===== src/rtl/exc_ctrl.sv =====
// exc_ctrl: MEM-stage exception/ERET commit controller. Drives CP0 write enables,
// pipeline flush and the fetch redirect, all from registered outputs.
module exc_ctrl #(
    parameter int          WIDTH        = 32,
    parameter logic [31:0] EXC_VECTOR   = 32'hBFC00380,
    parameter int          FLUSH_CYCLES = 2
) (
    input  logic             clk,
    input  logic             rst,
    input  logic             mem_valid,
    input  logic [WIDTH-1:0] mem_pc,
    input  logic             mem_in_delay_slot,
    input  logic             exc_adel_if,
    input  logic             exc_ri,
    input  logic             exc_ov,
    input  logic             exc_sys,
    input  logic             exc_bp,
    input  logic             exc_adel_mem,
    input  logic             exc_ades,
    input  logic             is_eret,
    input  logic [WIDTH-1:0] mem_badaddr,
    input  logic [5:0]       hw_int,
    input  logic             timer_int,
    input  logic [WIDTH-1:0] Status_data,
    input  logic [WIDTH-1:0] cause_data,
    input  logic [WIDTH-1:0] EPC_data,
    output logic [WIDTH-1:0] we,
    output logic [WIDTH-1:0] BADADDR,
    output logic [WIDTH-1:0] epc,
    output logic             Branch_delay,
    output logic [4:0]       Exception_code,
    output logic [5:0]       hardware_interruption,
    output logic [7:0]       interrupt_enable,
    output logic             EXL,
    output logic             IE,
    output logic             flush,
    output logic             redirect_valid,
    output logic [WIDTH-1:0] redirect_pc
);
    typedef enum logic [1:0] {IDLE, COMMIT, FLUSH} state_t;
    localparam logic [2:0] FLUSH_LOAD = 3'(FLUSH_CYCLES - 1);

    state_t           state_q, state_d;
    logic [2:0]       cnt_q, cnt_d;
    logic [5:0]       sync1_q, sync2_q;
    logic [WIDTH-1:0] we_q, we_d, badaddr_q, badaddr_d, epc_q, epc_d, rpc_q, rpc_d;
    logic             bd_q, bd_d, exl_q, exl_d, ie_q, ie_d, flush_q, flush_d, rv_q, rv_d;
    logic [4:0]       code_q, code_d, code;
    logic [7:0]       ien_q, ien_d;
    logic             int_pend, is_exc, accept, addr_err;
    logic             unused;

    assign unused = ^{Status_data[WIDTH-1:16], Status_data[7:2], cause_data[WIDTH-1:10], cause_data[7:0]};

    always_comb begin
        int_pend = Status_data[0] & ~Status_data[1] & |(Status_data[15:8] & {sync2_q, cause_data[9:8]});
        is_exc   = int_pend | exc_adel_if | exc_ri | exc_ov | exc_sys | exc_bp | exc_adel_mem | exc_ades;
        accept   = (state_q == IDLE) && mem_valid && (is_exc || is_eret);
        code     = int_pend     ? 5'd0  :
                   exc_adel_if  ? 5'd4  :
                   exc_ri       ? 5'd10 :
                   exc_ov       ? 5'd12 :
                   exc_sys      ? 5'd8  :
                   exc_bp       ? 5'd9  :
                   exc_adel_mem ? 5'd4  : 5'd5;
        addr_err = (code == 5'd4) || (code == 5'd5);
        state_d  = state_q;
        cnt_d    = cnt_q;
        case (state_q)
            IDLE:   if (accept) state_d = COMMIT;
            COMMIT: if (FLUSH_CYCLES > 1) begin
                        state_d = FLUSH;
                        cnt_d   = FLUSH_LOAD;
                    end else state_d = IDLE;
            default: begin
                        cnt_d   = cnt_q - 3'd1;
                        state_d = (cnt_q <= 3'd1) ? IDLE : FLUSH;
                    end
        endcase
        we_d      = '0;
        rv_d      = accept;
        flush_d   = state_d != IDLE;
        badaddr_d = badaddr_q;
        epc_d     = epc_q;
        bd_d      = bd_q;
        code_d    = code_q;
        ien_d     = ien_q;
        exl_d     = exl_q;
        ie_d      = ie_q;
        rpc_d     = rpc_q;
        if (accept) begin
            ie_d  = Status_data[0];
            ien_d = Status_data[15:8];
            if (is_exc) begin
                we_d[14:12] = 3'b111;
                we_d[8]     = addr_err;
                exl_d       = 1'b1;
                epc_d       = mem_pc;
                bd_d        = mem_in_delay_slot;
                code_d      = code;
                rpc_d       = WIDTH'(EXC_VECTOR);
                // adel_if only wins the encoder when no interrupt is pending
                badaddr_d   = !addr_err ? '0 : (exc_adel_if && !int_pend) ? mem_pc : mem_badaddr;
            end else begin
                we_d[12] = 1'b1;
                exl_d    = 1'b0;
                rpc_d    = EPC_data;
            end
        end
    end

    always_ff @(posedge clk or negedge rst) begin
        if (!rst) begin
            state_q   <= IDLE;
            cnt_q     <= '0;
            sync1_q   <= '0;
            sync2_q   <= '0;
            we_q      <= '0;
            rv_q      <= 1'b0;
            flush_q   <= 1'b0;
            badaddr_q <= '0;
            epc_q     <= '0;
            bd_q      <= 1'b0;
            code_q    <= '0;
            ien_q     <= '0;
            exl_q     <= 1'b0;
            ie_q      <= 1'b0;
            rpc_q     <= '0;
        end else begin
            state_q   <= state_d;
            cnt_q     <= cnt_d;
            sync1_q   <= {timer_int | hw_int[5], hw_int[4:0]};
            sync2_q   <= sync1_q;
            we_q      <= we_d;
            rv_q      <= rv_d;
            flush_q   <= flush_d;
            badaddr_q <= badaddr_d;
            epc_q     <= epc_d;
            bd_q      <= bd_d;
            code_q    <= code_d;
            ien_q     <= ien_d;
            exl_q     <= exl_d;
            ie_q      <= ie_d;
            rpc_q     <= rpc_d;
        end
    end

    assign we                    = we_q;
    assign BADADDR               = badaddr_q;
    assign epc                   = epc_q;
    assign Branch_delay          = bd_q;
    assign Exception_code        = code_q;
    assign hardware_interruption = sync2_q;
    assign interrupt_enable      = ien_q;
    assign EXL                   = exl_q;
    assign IE                    = ie_q;
    assign flush                 = flush_q;
    assign redirect_valid        = rv_q;
    assign redirect_pc           = rpc_q;
endmodule


===== config.mk =====
export PLATFORM = sky130hd
export DESIGN_NAME = exc_ctrl
export DESIGN_NICKNAME = d
export VERILOG_FILES = /design/src/rtl/exc_ctrl.sv
export SDC_FILE = /design/constraint.sdc
export NUM_CORES = 1
export LEC_CHECK = 0
export ABC_AREA = 1
export CAP_MARGIN = 0
export CORE_ASPECT_RATIO = 0.75
export CORE_MARGIN = 4
export CORE_UTILIZATION = 39
export CTS_CLUSTER_SIZE = 8
export DETAILED_ROUTE_END_ITERATION = 8
export PLACE_DENSITY = 0.79
export SYNTH_ARGS = -nofsm -noshare
export SYNTH_HDL_FRONTEND = slang
export SYNTH_SLANG_ARGS = --single-unit

===== constraint.sdc =====
create_clock -name clk -period 2 [get_ports clk]
set_input_delay 0.6 -clock clk [delete_from_list [all_inputs] [get_ports clk]]
set_output_delay 0.6 -clock clk [all_outputs]
set_load 0.1 [all_outputs]

-- Yosys cells after proc, flatten, opt, wreduce, memory -nomap -nowiden
Cells that the tools add are included.
- flip-flop bits (word level): 135
- logic and storage cells: 61
- input port bits: 179
- bitwise operators: 12
- reduce and logical (&&, ||, !) cells: 10
- $add $sub $neg: 1
- order comparisons: 1
- eq/ne operators: 3
- multiplexer cells: 19
- operators with widths (operator ; count):
    32-bit two-way mux ; 3
    4-bit two-way mux ; 6
    8-bit AND ; 1
    4-bit by 3-bit == test with 1-bit output, second input constant ; 2
    1-bit bitwise OR ; 8
    8-bit OR reduction ; 1
    2-bit two-way mux ; 3
    3-bit case mux with 2 select lines ; 1
    1-bit two-way mux ; 4
    2-bit case mux with 2 select lines ; 1
    3-bit by 1-bit <= comparator with 1-bit output, second input constant ; 1
    1-bit logical AND ; 3
    3-bit two-way mux ; 1
    3-bit by 1-bit subtractor with 3-bit output, second input constant ; 1
    1-bit AND ; 2
    2-bit by 1-bit == test with 1-bit output, second input constant ; 1
    2-bit zero test ; 1
    1-bit logical OR ; 2
    2-bit AND reduction ; 1
    2-bit nonzero test ; 1
    1-bit zero test ; 1
    1-bit NOT ; 1

-- Longest topological paths before layout
Gate-level depths: netlist of run 1.
- depth after elaboration: 15
- gate-level depth with buffers: 12

-- Worst setup path after synthesis of run 1
OpenSTA, ideal clock, no wires.
- path kind: register to register
- start point: reg sync2_q[4] (netlist: hardware_interruption[4])
- end point: reg badaddr_q[25] (netlist: BADADDR[25])
- setup time: 0.068 ns
- stages on the path, launching flop included: 12
- data arrival time: 1.981 ns
- path buffers: 1
- period minus slack after synthesis: 2.049 ns
- path slack: -0.049 ns
- cell sequence: dfrtp_1 nand2_1 nand2_1 nor2_1 nand2_1 nand2_2 nand3_2 nand2_4 inv_2 clkbuf_1 nand3_1 nand2_1
- longest elaborated chain between the ends: 13
- elaborated cells on any way between the ends: 21
- ends and longest elaborated chain (what ; line ; RTL):
    from (decl) ; 45 ; logic [5:0] sync1_q, sync2_q;
    from (signal assigned) ; 133 ; sync2_q <= sync1_q;
    8-bit AND (*) ; 56 ; int_pend = Status_data[0] & ~Status_data[1] & |(Status_data[15:8] & {sync2_q, cause_data[9:8]});
    8-bit OR reduction (*) ; 56 ;
    1-bit AND (*) ; 56 ;
    1-bit bitwise OR (7 in series) ; 57 ; is_exc = int_pend | exc_adel_if | exc_ri | exc_ov | exc_sys | exc_bp | exc_adel_mem | exc_ades;
    1-bit logical OR ; 58 ; accept = (state_q == IDLE) && mem_valid && (is_exc || is_eret);
    1-bit logical AND ; 58 ;
    2-bit AND reduction (no line) ; -- ;
    to (signal assigned) ; 137 ; badaddr_q <= badaddr_d;
    to (decl) ; 46 ; logic [WIDTH-1:0] we_q, we_d, badaddr_q, badaddr_d, epc_q, epc_d, rpc_q, rpc_d;
Every way passes the cells marked *; elsewhere a longest branch is shown, timed or not.
A chain may end at the register's enable or synchronous reset.

-- Final worst setup path of run 1
- start point: in Status_data[9]
- end point: reg rpc_q[9] (netlist: redirect_pc[9])
- longest elaborated chain between the ends: 12
- elaborated cells on any way between the ends: 13
- ends and longest elaborated chain (what ; line ; RTL):
    from (decl) ; 24 ; input logic [WIDTH-1:0] Status_data,
    8-bit AND (*) ; 56 ;
    8-bit OR reduction (*) ; 56 ;
    1-bit AND (*) ; 56 ;
    1-bit bitwise OR (*) (7 in series) ; 57 ;
    1-bit logical OR ; 58 ;
    1-bit logical AND ; 58 ;
    to (signal assigned) ; 144 ; rpc_q <= rpc_d;
    to (decl) ; 46 ;
Marks and branches as above.

==> results of run 1 <==
==> logic make-up (layout without fill, tap and decap cells) <==
kind of cell	after synthesis	in the layout	share of synthesized area, %
other	1	29	0.0628
flip-flops	132	132	55.3
AO/OA/AOI/OAI	12	12	1.13
AND/OR/NAND/NOR	486	486	33.9
buffers and inverters	90	340	9.12
adder cells (fa/ha/maj)	2	2	0.419
==> power groups by stage <==
stage               Clock [mW]  Sequential [mW]  Combinational, mW
global route              3.13             4.68               13.2
CTS                       3.00             4.57               12.8
floorplan                    0             10.2               1.97
global placement             0             4.55               12.6
detailed placement           0             4.59               12.8
finish                    2.93             4.56               12.8
==> cell type report <==
class	count	area (um^2)
inverters	17	63.8
clock inverters	14	130
flip-flops and latches	132	3310
multi-input cells	529	2260
repair buffers	291	4210
fillers	1038	4090
well taps	200	250
clock buffers	18	429
==> flip-flops by register name, indices dropped and copies added (netlist names) <==
signal                 flops
BADADDR                   32
hardware_interruption      6
Branch_delay               1
Exception_code             4
sync1_q                    6
redirect_pc               32
epc                       32
interrupt_enable           8
EXL                        1
IE                         1
cnt_q                      3
state_q                    2
flush                      1
we                         3
==> metrics by stage <==
| step | setup WS [ps] | setup TNS, ps | area (um^2) | cells |
|---|---|---|---|---|
| floorplan | 76.0 | 0 | 6080 | 751 |
| detailed placement | -439 | -40200 | 10000 | 1166 |
| global placement | -403 | -38310 | 10000 | 1166 |
| finish | 57.4 | 0 | 10700 | 1201 |
| global route | -28.0 | -115 | 10700 | 1201 |
| CTS | 9.48 | 0 | 10600 | 1200 |
==> cells in the final DEF, fill, tap and decap left out <==
| cell | netlist | routed |
|---|---|---|
| inv_1 | 14 | 14 |
| nand3_1 | 108 | 108 |
| clkinvlp_4 | 0 | 5 |
| buf_4 | 38 | 28 |
| a211oi_1 | 1 | 1 |
| buf_6 | 6 | 2 |
| nand3_4 | 0 | 1 |
| or2_1 | 1 | 1 |
| nor2_1 | 13 | 10 |
| nand2_4 | 1 | 2 |
| nand2_1 | 344 | 341 |
| a21oi_1 | 3 | 3 |
| o211ai_1 | 1 | 1 |
| bufinv_16 | 0 | 1 |
| clkbuf_16 | 0 | 18 |
| ha_1 | 2 | 2 |
| clkinv_2 | 0 | 2 |
| conb_1 | 1 | 29 |
| nor2_2 | 0 | 2 |
| or2_2 | 14 | 14 |
| inv_2 | 3 | 3 |
| clkinv_4 | 0 | 3 |
| o21ai_0 | 6 | 6 |
| buf_12 | 0 | 135 |
| dfrtp_2 | 0 | 6 |
| o21bai_1 | 1 | 1 |
| nor2_4 | 1 | 2 |
| clkbuf_1 | 13 | 1 |
| inv_6 | 0 | 3 |
| nand2_2 | 3 | 5 |
| dfrtp_1 | 132 | 126 |
| buf_2 | 15 | 1 |
| clkdlybuf4s50_1 | 0 | 124 |
==> per-layer routing <==
| metal | GRT usage, % | up-vias | wire length, um |
|---|---|---|---|
| met4 | 5.50 | 0 | 282 |
| met1 | 26.8 | 2676 | 7750 |
| met5 | 0 | - | 0 |
| met2 | 36.5 | 211 | 9460 |
| met3 | 9.50 | 18 | 1860 |
| li1 | - | 2740 | - |
==> how the worst min path moves through the flow <==
stage | from | endpoint | slack, ps | cells past startpoint
6_report | rst | redirect_pc[12]$_DFFE_PN0P_ | 120 | 1
5_1_grt | rst | redirect_pc[12]$_DFFE_PN0P_ | 140 | 1
3_3_place_gp | sync1_q[4]$_DFF_PN0_ | hardware_interruption[4]$_DFF_PN0_ | 330 | 0
4_1_cts | rst | redirect_pc[12]$_DFFE_PN0P_ | 130 | 1
3_5_place_dp | sync1_q[0]$_DFF_PN0_ | hardware_interruption[0]$_DFF_PN0_ | 330 | 0
2_1_floorplan | rst | BADADDR[0]$_DFFE_PN0P_ | 300 | 0
==> worst max-delay path: stages <==
cell and delay (ps):
clkdlybuf4s50_1 430, nand2_1 80, nand2_1 70, nor2_1 140, nand2_2 110, nand2_4 110, nand3_4 90, buf_4 170
or2_2 300, nand2_1 80, nand2_1 60
==> what timing repair did <==
item	in CTS	in global routing
endpoints found under the setup margin	3	93
setup buffers	2	0
gates cloned	0	1
resized for setup	1	9
pin swaps	1	1
==> cell usage after synthesis, types with 2 or more instances <==
cell / n
nand2_1: 344
dfrtp_1: 132
nand3_1: 108
buf_4: 38
buf_2: 15
inv_1: 14
or2_2: 14
clkbuf_1: 13
nor2_1: 13
buf_6: 6
o21ai_0: 6
a21oi_1: 3
inv_2: 3
nand2_2: 3
ha_1: 2
==> flow_summary.toml, run 1 <==
[status]
status = "finished clean"

[critical_path]
crit_fanout = 7
cp-endpoint = "redirect_pc[9]$_DFFE_PN0P_"
critPathKind = "in2reg"
r2r-start = "hardware_interruption[0]$_DFF_PN0_"
rrSetupSlack_ps = 280
crit_path_start_kind = "input pin"
cp.required_ps = 2300
endpoint_kind = "flip-flop"
cp-startpoint = "Status_data[9]"
reg2reg_to = "redirect_pc[9]$_DFFE_PN0P_"
cp.arrival_ps = 2240
r2r_cells = 10

[synth]
syn_area_per_cell_um2 = 8.26
seq_area_frac_synth_pct = 55.3
synth-edff-count = 0
ys_top_cells_by_area = "dfrtp_1 55%, nand2_1 22%, nand3_1 9.1%, buf_4 4.8%, or2_2 1.5%"
synth_cell_types = 24
synth_top_cell_area_share_pct = 55.3
synth.largest_area_cell = "dfrtp_1"
ys_ff_latch = 132
synth_area_mm2 = 0.00597
yosys_warnings = 0
yosys_most_used_dff = "dfrtp_1"
async_reset_ff_share_pct = 100
netlist_instances = 723

[global_route]
grt.overflow.total = 0
grt_max_degree = 46
grt_pass1_vias = 5720
grt_pass1_wl_um = 29900
track_usage_pct = 22.1
antenna_found_initial = 0

[clock_network]
cts_hold_buf = 0
clockRootBuffer = "clkbuf_16"
clk_pin_slew_ps = 60
clkLatencyLatePin_ps = 410
clock_path_buffers = 2
h-tree-depth = 4
clkSinkCount = 132
cts_tree = "built"
cts_buffers = 17

[placement]
gp_congestion = 0.801
dp_hpwl_um = 14300
portBuffers = 249

[pwr]
clkPwrFrac_pct = 14.5
peakVddDrop_v = 0.00123
p_per_area_mw_per_mm2 = 1900
power.switching_mw = 10.7
power_mw = 20.3
comb_power_share_pct = 63.0
p_leak_nw = 5.32
power.share.sequential_pct = 22.5
intPower_mw = 9.59
swShare_pct = 52.7

[die]
ios = 331
die_y_um = 115
die_w_um = 151
fp-row-count = 38
coreArea_mm2 = 0.0147
die-area_mm2 = 0.0174
start_util_pct = 40.5

[sta]
finalMaxSlewViolations = 0
fin_crit_ps = 1940
max_freq_mhz = 515
fin_crit_sh_pct = 97.1
finalClockSkew_ps = 13.3
fin_hold_ws_ps = 123
finalSetupViolations = 0
hold_viol = 0

[routing]
post_drt_wl_per_cell_um = 16.1
via_per_inst = 4.70
drt_iter0_drc = 315
drtPass1Iterations = 5
drcViolationCount = 0
ant_nets = 0
drt_wl_total_um = 19400
vias = 5645

[finish]
n_antenna_cell = 0
finalCoreUtilization_pct = 72.3
final_nets = 1169
drive_gt1_share_pct = 23.3
area_growth_pct = 78.4

[flow_run]
cap_violations = 0

[worst_hold_path]
hp-class = "in2async"
Power figures use the tool's default switching activity.
==> run 2: changes to the inputs <==
--- a/config.mk
+++ b/config.mk
@@ -9,10 +9,10 @@
 export CAP_MARGIN = 0
 export CORE_ASPECT_RATIO = 0.75
 export CORE_MARGIN = 4
-export CORE_UTILIZATION = 39
+export CORE_UTILIZATION = 30
 export CTS_CLUSTER_SIZE = 8
 export DETAILED_ROUTE_END_ITERATION = 8
-export PLACE_DENSITY = 0.79
+export PLACE_DENSITY = 0.63
 export SYNTH_ARGS = -nofsm -noshare
 export SYNTH_HDL_FRONTEND = slang
 export SYNTH_SLANG_ARGS = --single-unit
==> flow_summary.toml, run 2 (synthesized netlist as in run 1, its figures left out) <==
[status]
status = "finished clean"

[clock_network]
cts_hold_buf = 0
clock_path_buffers = 2
cts_tree = "built"
clk_pin_slew_ps = 60
clockRootBuffer = "clkbuf_16"
h-tree-depth = 4
clkSinkCount = 132
cts_buffers = 17
clkLatencyLatePin_ps = 420

[finish]
final_cell_mix = "341 x nand2_1, 139 x buf_12, 126 x dfrtp_1"
n_antenna_cell = 0
area_growth_pct = 81.4
drive_gt1_share_pct = 23.6
final_common_cell = "nand2_1"
final_nets = 1169
final_area_mm2 = 0.0108

[critical_path]
cp.arrival_ps = 2210
crit_path_start_kind = "input pin"
endpoint_kind = "flip-flop"
crit_fanout = 10
critPathKind = "in2reg"
cp.required_ps = 2300

[die]
fp-row-count = 44
die-area_mm2 = 0.0222
die_w_um = 171
start_util_pct = 30.7
die_y_um = 130
ios = 331
coreArea_mm2 = 0.0194

[sta]
fin_crit_sh_pct = 95.2
finalSetupViolations = 0
fin_crit_ps = 1900
max_freq_mhz = 525
finalMaxSlewViolations = 0
finalClockSkew_ps = 9.66
grt_setup_unrepaired = "yes"
hold_viol = 0
post-route-worst-setup-slack_ps = 95.5

[placement]
gp_congestion = 0.780
dp_hpwl_um = 14300
placed_area_mm2 = 0.0101
place_ws_ps = -426
portBuffers = 249

[pwr]
p_leak_nw = 5.37
peakVddDrop_v = 0.00138
power.share.sequential_pct = 22.3
comb_power_share_pct = 62.8
swShare_pct = 52.6
power.switching_mw = 10.8
clkPwrFrac_pct = 14.9
intPower_mw = 9.68
p_per_area_mw_per_mm2 = 1890

[global_route]
grt_pass1_wl_um = 30300
grt.overflow.total = 0
grt_pass1_vias = 5532
grt_max_degree = 47
antenna_found_initial = 1
track_usage_pct = 17.5

[routing]
drtPass1Iterations = 4
drt_iter0_drc = 326
via_per_inst = 4.51
post_drt_wl_per_cell_um = 16.2
vias = 5651
drt_wl_total_um = 20300
drcViolationCount = 0
ant_nets = 0

[worst_hold_path]
hp-class = "in2async"

[flow_run]
cap_violations = 0
-- run 2: cell types whose count changed in the layout (fill, tap and decap cells not counted), moves of 2 or more --
cell | previous run | this run
buf_12 | 135 | 139
buf_4 | 28 | 23
clkbuf_16 | 18 | 20
clkbuf_8 | 0 | 2
nor2_2 | 2 | 4
-- run 2: cell type report --
class / instances / area [um^2]
multi-input combinational: 529 / 2270
clock buffer: 19 / 453
clock inverter: 13 / 123
sequential: 132 / 3310
fill: 1700 / 8610
inverter: 17 / 66.3
tap: 253 / 317
timing repair buffer: 291 / 4290
-- run 2: per-stage QoR --
step	power (mW)	cells	setup TNS, ps	utilization (%)	hold WS (ps)
detailed placement	17.4	1217	-38360	52.1	335
finish	20.4	1254	0	55.7	95.7
floorplan	12.2	751	0	-	304
CTS	20.6	1249	0	55.0	102
global route	21.2	1254	-11.7	55.7	101
global placement	17.3	1217	-36330	52.1	332
-- run 2: layer usage --
metal,vias to the layer above,GRT usage [%],wire length (um)
met5,-,0,15
met4,2,4.56,180
met3,18,7.72,1950
met2,195,27.4,9590
met1,2699,22.4,8550
li1,2737,-,-
-- run 2: path summary, 6_finish.rpt --
kind                       cells after the start  slack, ps                                  to                               start
max in group asynchronous                      2       1340             BADADDR[25]$_DFFE_PN0P_                                 rst
min in group clk                               0        350  hardware_interruption[3]$_DFF_PN0_                sync1_q[3]$_DFF_PN0_
max                                           11        100         redirect_pc[28]$_DFFE_PN0P_                              exc_ri
max reg2reg                                   10        290         redirect_pc[28]$_DFFE_PN0P_  hardware_interruption[0]$_DFF_PN0_
min                                            1        100                sync1_q[1]$_DFF_PN0_                                 rst
min reg2reg                                    0        350  hardware_interruption[3]$_DFF_PN0_                sync1_q[3]$_DFF_PN0_
-- run 2: critical path, cell delays in order --
cell             delay, ps
clkdlybuf4s50_1        430
nor2_2                 140
nand2_1                 90
inv_2                   60
nand2_2                 50
nor2_2                 120
nand3_4                150
buf_12                 180
or2_2                  270
nand2_1                 70
nand2_1                 50
-- run 2: what timing repair did --
item | CTS | global route
setup buffers | 0 | 2
endpoints found under the hold margin | 0 | 0
setup endpoints to repair | 0 | 96
resized for setup | 0 | 12
-- run 2: power groups by stage --
stage                     Sequential, mW  Combinational [mW]  Clock, mW
after detailed placement            4.60                12.8          0
after global placement              4.55                12.8          0
after floorplan                     10.2                1.97          0
after global routing                4.66                13.3       3.26
final                               4.56                12.8       3.05
after CTS                           4.56                12.8       3.16
==> run 3: changes to the inputs <==
--- a/config.mk
+++ b/config.mk
@@ -10,7 +10,7 @@
 export CORE_ASPECT_RATIO = 0.75
 export CORE_MARGIN = 4
 export CORE_UTILIZATION = 30
-export CTS_CLUSTER_SIZE = 8
+export CTS_CLUSTER_SIZE = 16
 export DETAILED_ROUTE_END_ITERATION = 8
 export PLACE_DENSITY = 0.63
 export SYNTH_ARGS = -nofsm -noshare
==> results of run 3 <==
Final layout, timing and power as in run 2 (identical DEF).
